File: config.mk
export PLATFORM = sky130hd
export DESIGN_NAME = bcd_field_editor
export DESIGN_NICKNAME = d
export VERILOG_FILES = /design/src/rtl/bcd_field_editor.sv
export SDC_FILE = /design/constraint.sdc
export NUM_CORES = 1
export LEC_CHECK = 0
export ABC_CLOCK_PERIOD_IN_PS = 5300
export CAP_MARGIN = 5
export CORE_MARGIN = 2
export CORE_UTILIZATION = 30
export DETAILED_ROUTE_END_ITERATION = 8
export DONT_BUFFER_PORTS = 1
export MAX_ROUTING_LAYER = met4
export SYNTH_ARGS = -nofsm -noshare
export SYNTH_HDL_FRONTEND = slang
export SYNTH_SLANG_ARGS = --single-unit
File: constraint.sdc
create_clock -name clk -period 5.3 [get_ports clk]
set_input_delay 1.59 -clock clk [delete_from_list [all_inputs] [get_ports clk]]
set_output_delay 1.59 -clock clk [all_outputs]
set_load 0.01 [all_outputs]
File: src/rtl/bcd_field_editor.sv
// rtl/bcd_field_editor.sv - multi-field 2-digit BCD value editor driven by four buttons
//
// Purpose: loads a packed BCD value on an edit-session start, lets the user
// move a digit cursor and step the selected digit up/down with per-field
// min/max wrap, and pulses commit when the session ends.
// Optional feature macro: BCD_EDIT_AUTOREPEAT_EN (hold-to-repeat on up/down).
//
// Ports:
//   clk       in   rising-edge clock
//   reset     in   asynchronous active-low reset
//   en        in   edit enable; a rising edge starts a session, low ends it
//   load_val  in   8*NFIELD initial value, field 0 in the MSBs
//   bt_up     in   step selected digit up
//   bt_down   in   step selected digit down
//   bt_l      in   cursor left
//   bt_r      in   cursor right
//   edit_val  out  8*NFIELD working value
//   cursor    out  selected digit (even = tens, odd = units, 0 = field 0 tens)
//   busy      out  high in LOAD and EDIT
//   commit    out  one-cycle pulse, edit_val final
//   load_err  out  one-cycle pulse when load_val held an illegal field
module bcd_field_editor #(
  parameter int                  NFIELD  = 3,
  parameter logic [8*NFIELD-1:0] MAXV    = {8'h23, 8'h59, 8'h59},
  parameter logic [8*NFIELD-1:0] MINV    = '0,
  parameter int                  REP_DLY = 1000,
  parameter int                  REP_PER = 200
) (
  input  logic                          clk,
  input  logic                          reset,
  input  logic                          en,
  input  logic [8*NFIELD-1:0]           load_val,
  input  logic                          bt_up,
  input  logic                          bt_down,
  input  logic                          bt_l,
  input  logic                          bt_r,
  output logic [8*NFIELD-1:0]           edit_val,
  output logic [$clog2(2*NFIELD)-1:0]   cursor,
  output logic                          busy,
  output logic                          commit,
  output logic                          load_err
);

  localparam int                CUR_W    = $clog2(2*NFIELD);
  localparam logic [CUR_W-1:0]  CUR_LAST = CUR_W'(2*NFIELD-1);

  if (NFIELD < 1 || NFIELD > 8 || REP_DLY < 1 || REP_PER < 1) begin : g_param_chk
    $error("bcd_field_editor: NFIELD must be 1..8 and REP_DLY/REP_PER at least 1");
  end

  typedef enum logic [1:0] {S_IDLE, S_LOAD, S_EDIT, S_COMMIT} state_t;

  state_t              state_q, state_d;
  logic                en_q;
  logic                up_q, dn_q, l_q, r_q;
  logic [8*NFIELD-1:0] val_q, val_d;
  logic [CUR_W-1:0]    cur_q, cur_d;
  logic                err_q, err_d;

  logic up_e, dn_e, l_e, r_e;
  logic rep_up, rep_dn;

  assign up_e = bt_up   & ~up_q;
  assign dn_e = bt_down & ~dn_q;
  assign l_e  = bt_l    & ~l_q;
  assign r_e  = bt_r    & ~r_q;

  // Load sanitising: any field with a non-decimal nibble or outside its
  // min/max window is replaced by that field's minimum.
  logic [8*NFIELD-1:0] load_clean;
  logic                load_bad;

  always_comb begin
    load_clean = load_val;
    load_bad   = 1'b0;
    for (int i = 0; i < NFIELD; i++) begin
      logic [7:0] fld;
      fld = load_val[8*i +: 8];
      if (fld[7:4] > 4'd9 || fld[3:0] > 4'd9 ||
          fld < MINV[8*i +: 8] || fld > MAXV[8*i +: 8]) begin
        load_clean[8*i +: 8] = MINV[8*i +: 8];
        load_bad             = 1'b1;
      end
    end
  end

  // Digit stepping on the field under the cursor. Stored fields are always
  // legal BCD, so unsigned byte compares order them numerically.
  int         sel;
  int         off;
  logic [7:0] fld_cur, min_f, max_f, up_fld, dn_fld;
  logic [3:0] hi, lo;
  logic       ovf, unf;

  always_comb begin
    sel     = int'(cur_q) >> 1;
    off     = 8 * (NFIELD - 1 - sel);
    fld_cur = val_q[off +: 8];
    min_f   = MINV[off +: 8];
    max_f   = MAXV[off +: 8];
    hi      = fld_cur[7:4];
    lo      = fld_cur[3:0];

    up_fld = fld_cur;
    ovf    = 1'b0;
    if (!cur_q[0]) begin
      if (hi == 4'd9) ovf = 1'b1;
      else            up_fld = {hi + 4'd1, lo};
    end else if (lo == 4'd9) begin
      if (hi == 4'd9) ovf = 1'b1;
      else            up_fld = {hi + 4'd1, 4'd0};
    end else begin
      up_fld = {hi, lo + 4'd1};
    end
    if (ovf || up_fld > max_f) up_fld = min_f;

    dn_fld = fld_cur;
    unf    = 1'b0;
    if (!cur_q[0]) begin
      if (hi == 4'd0) unf = 1'b1;
      else            dn_fld = {hi - 4'd1, lo};
    end else if (lo == 4'd0) begin
      if (hi == 4'd0) unf = 1'b1;
      else            dn_fld = {hi - 4'd1, 4'd9};
    end else begin
      dn_fld = {hi, lo - 4'd1};
    end
    if (unf || dn_fld < min_f) dn_fld = max_f;
  end

`ifdef BCD_EDIT_AUTOREPEAT_EN
  localparam int REP_MAX = (REP_DLY > REP_PER) ? REP_DLY : REP_PER;
  localparam int RC_W    = $clog2(REP_MAX + 1);

  // rcnt counts cycles since the last step of the held button; zero means
  // disarmed. rfirst selects the initial delay versus the repeat period.
  logic [RC_W-1:0] rcnt_q, rcnt_d;
  logic            rfirst_q, rfirst_d;
  logic            rdir_q, rdir_d;

  always_comb begin
    rcnt_d   = '0;
    rfirst_d = 1'b0;
    rdir_d   = rdir_q;
    rep_up   = 1'b0;
    rep_dn   = 1'b0;
    if (state_q == S_EDIT) begin
      if (up_e && !bt_down) begin
        rcnt_d   = RC_W'(1);
        rfirst_d = 1'b1;
        rdir_d   = 1'b1;
      end else if (dn_e && !bt_up) begin
        rcnt_d   = RC_W'(1);
        rfirst_d = 1'b1;
        rdir_d   = 1'b0;
      end else if (rcnt_q != '0 &&
                   (rdir_q ? (bt_up && !bt_down) : (bt_down && !bt_up))) begin
        if (rfirst_q ? (rcnt_q == RC_W'(REP_DLY)) : (rcnt_q == RC_W'(REP_PER))) begin
          rep_up = rdir_q;
          rep_dn = !rdir_q;
          rcnt_d = RC_W'(1);
        end else begin
          rcnt_d   = rcnt_q + RC_W'(1);
          rfirst_d = rfirst_q;
        end
      end
    end
  end

  always_ff @(posedge clk or negedge reset) begin
    if (!reset) begin
      rcnt_q   <= '0;
      rfirst_q <= 1'b0;
      rdir_q   <= 1'b0;
    end else begin
      rcnt_q   <= rcnt_d;
      rfirst_q <= rfirst_d;
      rdir_q   <= rdir_d;
    end
  end
`else
  assign rep_up = 1'b0;
  assign rep_dn = 1'b0;
`endif

  logic do_up, do_dn;
  assign do_up = (up_e && !dn_e) || rep_up;
  assign do_dn = (dn_e && !up_e) || rep_dn;

  always_comb begin
    state_d = state_q;
    val_d   = val_q;
    cur_d   = cur_q;
    err_d   = 1'b0;
    case (state_q)
      S_IDLE: begin
        if (en && !en_q) state_d = S_LOAD;
      end
      S_LOAD: begin
        val_d   = load_clean;
        cur_d   = '0;
        err_d   = load_bad;
        state_d = S_EDIT;
      end
      S_EDIT: begin
        // Value step uses the cursor as it was before any move this cycle.
        if (do_up)      val_d[off +: 8] = up_fld;
        else if (do_dn) val_d[off +: 8] = dn_fld;
        if (r_e && !l_e)      cur_d = (cur_q == CUR_LAST) ? '0 : cur_q + CUR_W'(1);
        else if (l_e && !r_e) cur_d = (cur_q == '0) ? CUR_LAST : cur_q - CUR_W'(1);
        if (!en) state_d = S_COMMIT;
      end
      S_COMMIT: begin
        state_d = S_IDLE;
      end
      default: begin
        state_d = S_IDLE;
      end
    endcase
  end

  // en history resets high so that an en level still asserted when reset
  // releases does not count as a new session start.
  always_ff @(posedge clk or negedge reset) begin
    if (!reset) begin
      state_q <= S_IDLE;
      en_q    <= 1'b1;
      up_q    <= 1'b0;
      dn_q    <= 1'b0;
      l_q     <= 1'b0;
      r_q     <= 1'b0;
      val_q   <= '0;
      cur_q   <= '0;
      err_q   <= 1'b0;
    end else begin
      state_q <= state_d;
      en_q    <= en;
      up_q    <= bt_up;
      dn_q    <= bt_down;
      l_q     <= bt_l;
      r_q     <= bt_r;
      val_q   <= val_d;
      cur_q   <= cur_d;
      err_q   <= err_d;
    end
  end

  assign edit_val = val_q;
  assign cursor   = cur_q;
  assign busy     = (state_q == S_LOAD) || (state_q == S_EDIT);
  assign commit   = (state_q == S_COMMIT);
  assign load_err = err_q;

endmodule

# == After elaboration in Yosys (flattened, before gate mapping) ==
# Cells that the tools add are included.
# classes
addsub,8
n_lt_le_gt_ge,14
n_mux,36
reduce_logical,30
eq_ne,10
shifts,6
bitwise_logic,8
# ops
cell,count
8-bit two-way mux,13
8-bit by 33-bit indexed part select with 24-bit output,2
24-bit bitwise mux,2
24-bit two-way mux,2
24-bit case mux with 2 select lines,1
"24-bit by 6-bit indexed part select with 8-bit output, first input constant",2
6-bit negation with 33-bit output,1
"8-bit by 33-bit variable shift with 24-bit output, first input constant",1
"4-bit greater-than comparator, second input constant",6
"8-bit by 1-bit less-than comparator with 1-bit output, second input constant",3
24-bit by 6-bit indexed part select with 8-bit output,1
"8-bit by 7-bit greater-than comparator with 1-bit output, second input constant",2
1-bit logical OR,12
3-bit two-way mux,4
1-bit two-way mux,10
"4-bit by 1-bit adder with 4-bit output, second input constant",2
"4-bit equality test, second input constant",2
"8-bit by 6-bit greater-than comparator with 1-bit output, second input constant",1
8-bit greater-than comparator,1
4-bit zero test,2
8-bit less-than comparator,1
2-bit case mux with 4 select lines,1
"4-bit by 1-bit subtractor with 4-bit output, second input constant",2
"3-bit != test, second input constant",2
17 further kinds,36
# word_totals
regBits,35
out_inout_bits,30

# == Depth between registers and ports, before layout ==
# logic_depth
word_depth,14
mapped_depth,23
mapped_depth_nobuf,19

# == Worst setup path before layout ==
# OpenSTA, ideal clock, no wires.
# synth_timing
kind,register -> register
start,reg cur_q[1] (netlist: cursor[1])
end,reg val_q[8] (netlist: edit_val[8])
t_arrival_ns,5.347
stages_incl_launch_ff,24
setup_ns,0.099
synth_period_minus_slack_ns,5.446
path_buffers,4
slack_ns,-0.146
path_cell_list,dfrtp_1 buf_6 buf_2 inv_1 ha_1 buf_2 buf_6 nand2b_1 a21oi_1 or2_2 inv_1 ha_1 inv_1 o31ai_4 and2_1 mux2i_1 ha_1 nand4_1 a21oi_1 a2111oi_0 o22ai_1 a211oi_2 a221oi_1 a311oi_1
# synth_between
elab_chain_cells,14
elab_cells_between_ends,41
cone_classes,6 x add/sub; 2 x order compare; 2 x eq/ne; 6 x shift; 21 x mux; 4 x reduce/logical
# synth_rtl
item,line,source
"start, declared",57,"logic [CUR_W-1:0] cur_q, cur_d;"
"start signal, assigned",243,cur_q <= cur_d;
2-bit by 2-bit subtractor with 3-bit output *,97,off = 8 * (NFIELD - 1 - sel);
24-bit by 6-bit indexed part select with 8-bit output,98,fld_cur = val_q[off +: 8];
4-bit by 1-bit subtractor with 4-bit output or 4-bit zero test (tied branches),--,
8-bit two-way mux,123,if (hi == 4'd0) unf = 1'b1;
8-bit two-way mux,122,end else if (lo == 4'd0) begin
8-bit two-way mux,119,if (!cur_q[0]) begin
8-bit less-than comparator,128,if (unf || dn_fld < min_f) dn_fld = max_f;
1-bit logical OR,128,
8-bit two-way mux,128,
8-bit by 33-bit indexed part select with 24-bit output,208,else if (do_dn) val_d[off +: 8] = dn_fld;
24-bit bitwise mux,208,
24-bit two-way mux,208,
24-bit two-way mux *,207,if (do_up) val_d[off +: 8] = up_fld;
24-bit case mux with 2 select lines *,195,case (state_q)
"end signal, assigned",242,val_q <= val_d;
"end, declared",56,"logic [8*NFIELD-1:0] val_q, val_d;"
# Mark *: on every way between the ends. The rest lies on a longest branch, timed or not. The select of a mux whose other input is x is not followed.
# A chain may end at the register's enable or synchronous reset.

# == Worst setup path after layout ==
# layout_timing
start,reg cur_q[2] (netlist: cursor[2])
end,reg val_q[8] (netlist: edit_val[8])
# Same word-level chain as after synthesis.

==> metrics <==
final worst setup slack 430 ps; crit-path max FO 7; Core Box Area 10900 sq um; DR WL/cell 20.8 um; EDFF count, synth 0; CTS tree yes; H-Tree Depth 2; CP max stage cell dfrtp_2; final WL 11100 um; vias per inst between 6 and 7; Top delay family on crit path compound AO/OA/AOI/OAI gates; fin crit period 4870 ps; grt ovf 0; CP Depth 20; share of layout cells above drive strength 1 16.2%; Max Fclk 0.205 GHz; R2R Setup Slk between 400 and 500 ps; reg2reg path depth 20; WP data required 5490 ps; clk_lat worst skew roughly 290 ps; CP startpoint kind register; sequential-to-total area share from yosys stat about a quarter; Setup TNS Final 0 ps; Worst Hold End state_q[1]; largest net degree at the start of global routing 36; period utilization 91.9%; final setup vio count 0; Clock Skews 4.79 ps; Post-Synthesis Cells 390; All-Layer GR Usage between 15 and 20%; total of warnings raised by yosys 0; CTS buffer count 5; final core occ between 30% and 40%; library cells used by synthesis 79; WHS Path Cells 1; worst hold path type register to register; drt pass-1 iters 5; Final Hold Viols 0; min-delay src state_q[1]; status completed; Slew Viols, Final 0; CTS sink cnt 35; Critical Path Sink Type register; Mapped Area 3360 sq um; Avg Cell Area, Syn 8.61 sq um; 1st-iter DRT viols a little under 300; IO buf count 0; hpwl dp 8920 um; CP bufs+invs 4; synthesis-stage register bit count 35; register clock-pin slew on the reported worst setup and hold paths around 70 ps; Max Buffers Root-to-Sink 2; initial core utilization 30.8%; Vias approximately 3200; Die Height 110 um; Top FF cell, synth dfrtp_1; Final ANT Viol Nets 0; io pins a little over 60; worst slew pin tran 839 ps; first-pass GRT wire length around 18000 um; CTS root buffer clkbuf_8; Final GP Congestion approximately 0.96; final hold slack 579 ps; fin nets 449; area grow syn2layout 8.54%; Post-Syn Nets 445; Max-Cap Viols 0; # rows 38; crit-path cells inv_1 > ha_1 > buf_4 > nand3b_1 > a21oi_1 > or2_2 > inv_1 > ha_1 > inv_1 > o31ai_4 > and2_1 > mux2i_1 > ha_1 > nand4_1 > a21oi_1 > a2111oi_4 > o22ai_1 > a211oi_2 > a221oi_1 > a311oi_1; residual DRC count 0; Worst R2R End edit_val[8]; Crit Path Class register to register; vias in the first global route 3176; R2R Path Start cursor[2]; crit-path max cell delay 450 ps; RSZ-0062 raised after global routing false; CP arrival 5060 ps; antenna violations before repair 0; die width ~110 um; diodes inserted 0; full die area 12100 sq um; ys async rst share 100%; Setup WS pre-CTS 238 ps; slew margin rel. 43.6%
==> sequential cells by signal (all words and copies together), names as in the netlist <==
register and count:
cursor 3, r_q 1, en_q 1, l_q 1, edit_val 24, dn_q 1
up_q 1, load_err 1, state_q 2
==> layout by cell type, fill, tap and decap left out, types with 3 or more instances in the layout <==
| master | instances |
|---|---|
| nand2_1 | 51 |
| a21oi_1 | 38 |
| nor2_1 | 33 |
| dfrtp_1 | 33 |
| ha_1 | 24 |
| inv_1 | 17 |
| buf_4 | 15 |
| o21ai_0 | 14 |
| nand3_1 | 10 |
| o22ai_1 | 9 |
| a221oi_1 | 9 |
| a211oi_1 | 9 |
| a31oi_1 | 8 |
| nand4_1 | 7 |
| nand2b_1 | 6 |
| clkbuf_8 | 5 |
| nor2b_1 | 4 |
| mux2_2 | 4 |
| nor3_1 | 4 |
| and4bb_1 | 3 |
| and2_1 | 3 |
| o2111ai_1 | 3 |
| and3_1 | 3 |
| a311oi_1 | 3 |
| a32oi_1 | 3 |
==> area by class of cell <==
| class | instances | area (sq um) |
|---|---|---|
| Sequential cell | 35 | 878 |
| Timing Repair Buffer | 15 | 113 |
| Clock buffer | 6 | 72.6 |
| Fill cell | 1101 | 7240 |
| Clock inverter | 2 | 12.5 |
| Tap cell | 140 | 175 |
| Multi-Input combinational cell | 319 | 2320 |
| Inverter | 18 | 67.6 |
==> stage by stage <==
step / std cells / cell area [sq um]
after floorplan: 390 / 3360
after global placement: 526 / 3540
after detailed placement: 526 / 3540
after CTS: 534 / 3620
after global routing: 535 / 3640
final: 535 / 3640
==> cell usage after synthesis, types with 6 or more instances <==
cell | count | share of area, %
clkbuf_1 | 8 | 0.89
a221oi_1 | 9 | 2.3
a31oi_1 | 8 | 1.5
o22ai_1 | 9 | 1.7
nand3_1 | 10 | 1.5
ha_1 | 24 | 8.9
inv_1 | 17 | 1.9
nor2_1 | 33 | 3.7
nand2b_1 | 6 | 1.1
a211oi_1 | 9 | 2.0
nand4_1 | 7 | 1.3
dfrtp_1 | 34 | 25
nand2_1 | 51 | 5.7
a21oi_1 | 38 | 5.7
o21ai_0 | 14 | 2.1
==> per-layer routing <==
metal / share of wire (%) / vias to the layer above / GRT usage, %
met5: 0 / - / -
met4: 3.6 / 0 / 9.31
met3: 7.8 / 31 / 4.62
met2: 47 / 143 / 29.6
met1: 42 / 1557 / 25.4
li1: - / 1493 / -
==> what timing repair did <==
item | CTS | global route
resized for setup | 0 | 2
endpoints found under the setup margin | 0 | 17
setup buffers | 0 | 1
hold buffers | 0 | 0
==> how the worst max path moves through the flow <==
stage / end / startpoint
3_3_place_gp: edit_val[8] / cursor[2]
4_1_cts: edit_val[8] / cursor[2]
5_1_grt: edit_val[16] / cursor[2]
3_5_place_dp: edit_val[8] / cursor[2]
6_report: edit_val[8] / cursor[2]
2_1_floorplan: edit_val[8] / cursor[1]
==> logic make-up after synthesis <==
| family | share of synthesized area, % |
|---|---|
| flip-flops | 26.1 |
| AND/OR/NAND/NOR | 25.5 |
| adder cells (fa/ha/maj) | 8.95 |
| AO/OA/AOI/OAI | 31.6 |
| buffers and inverters | 5.18 |
| multiplexers | 1.94 |
| XOR/XNOR | 0.783 |
Power is left out: the tool's default activity adds up to more than one toggle a clock period on the data nets, which glitch-free logic cannot reach.
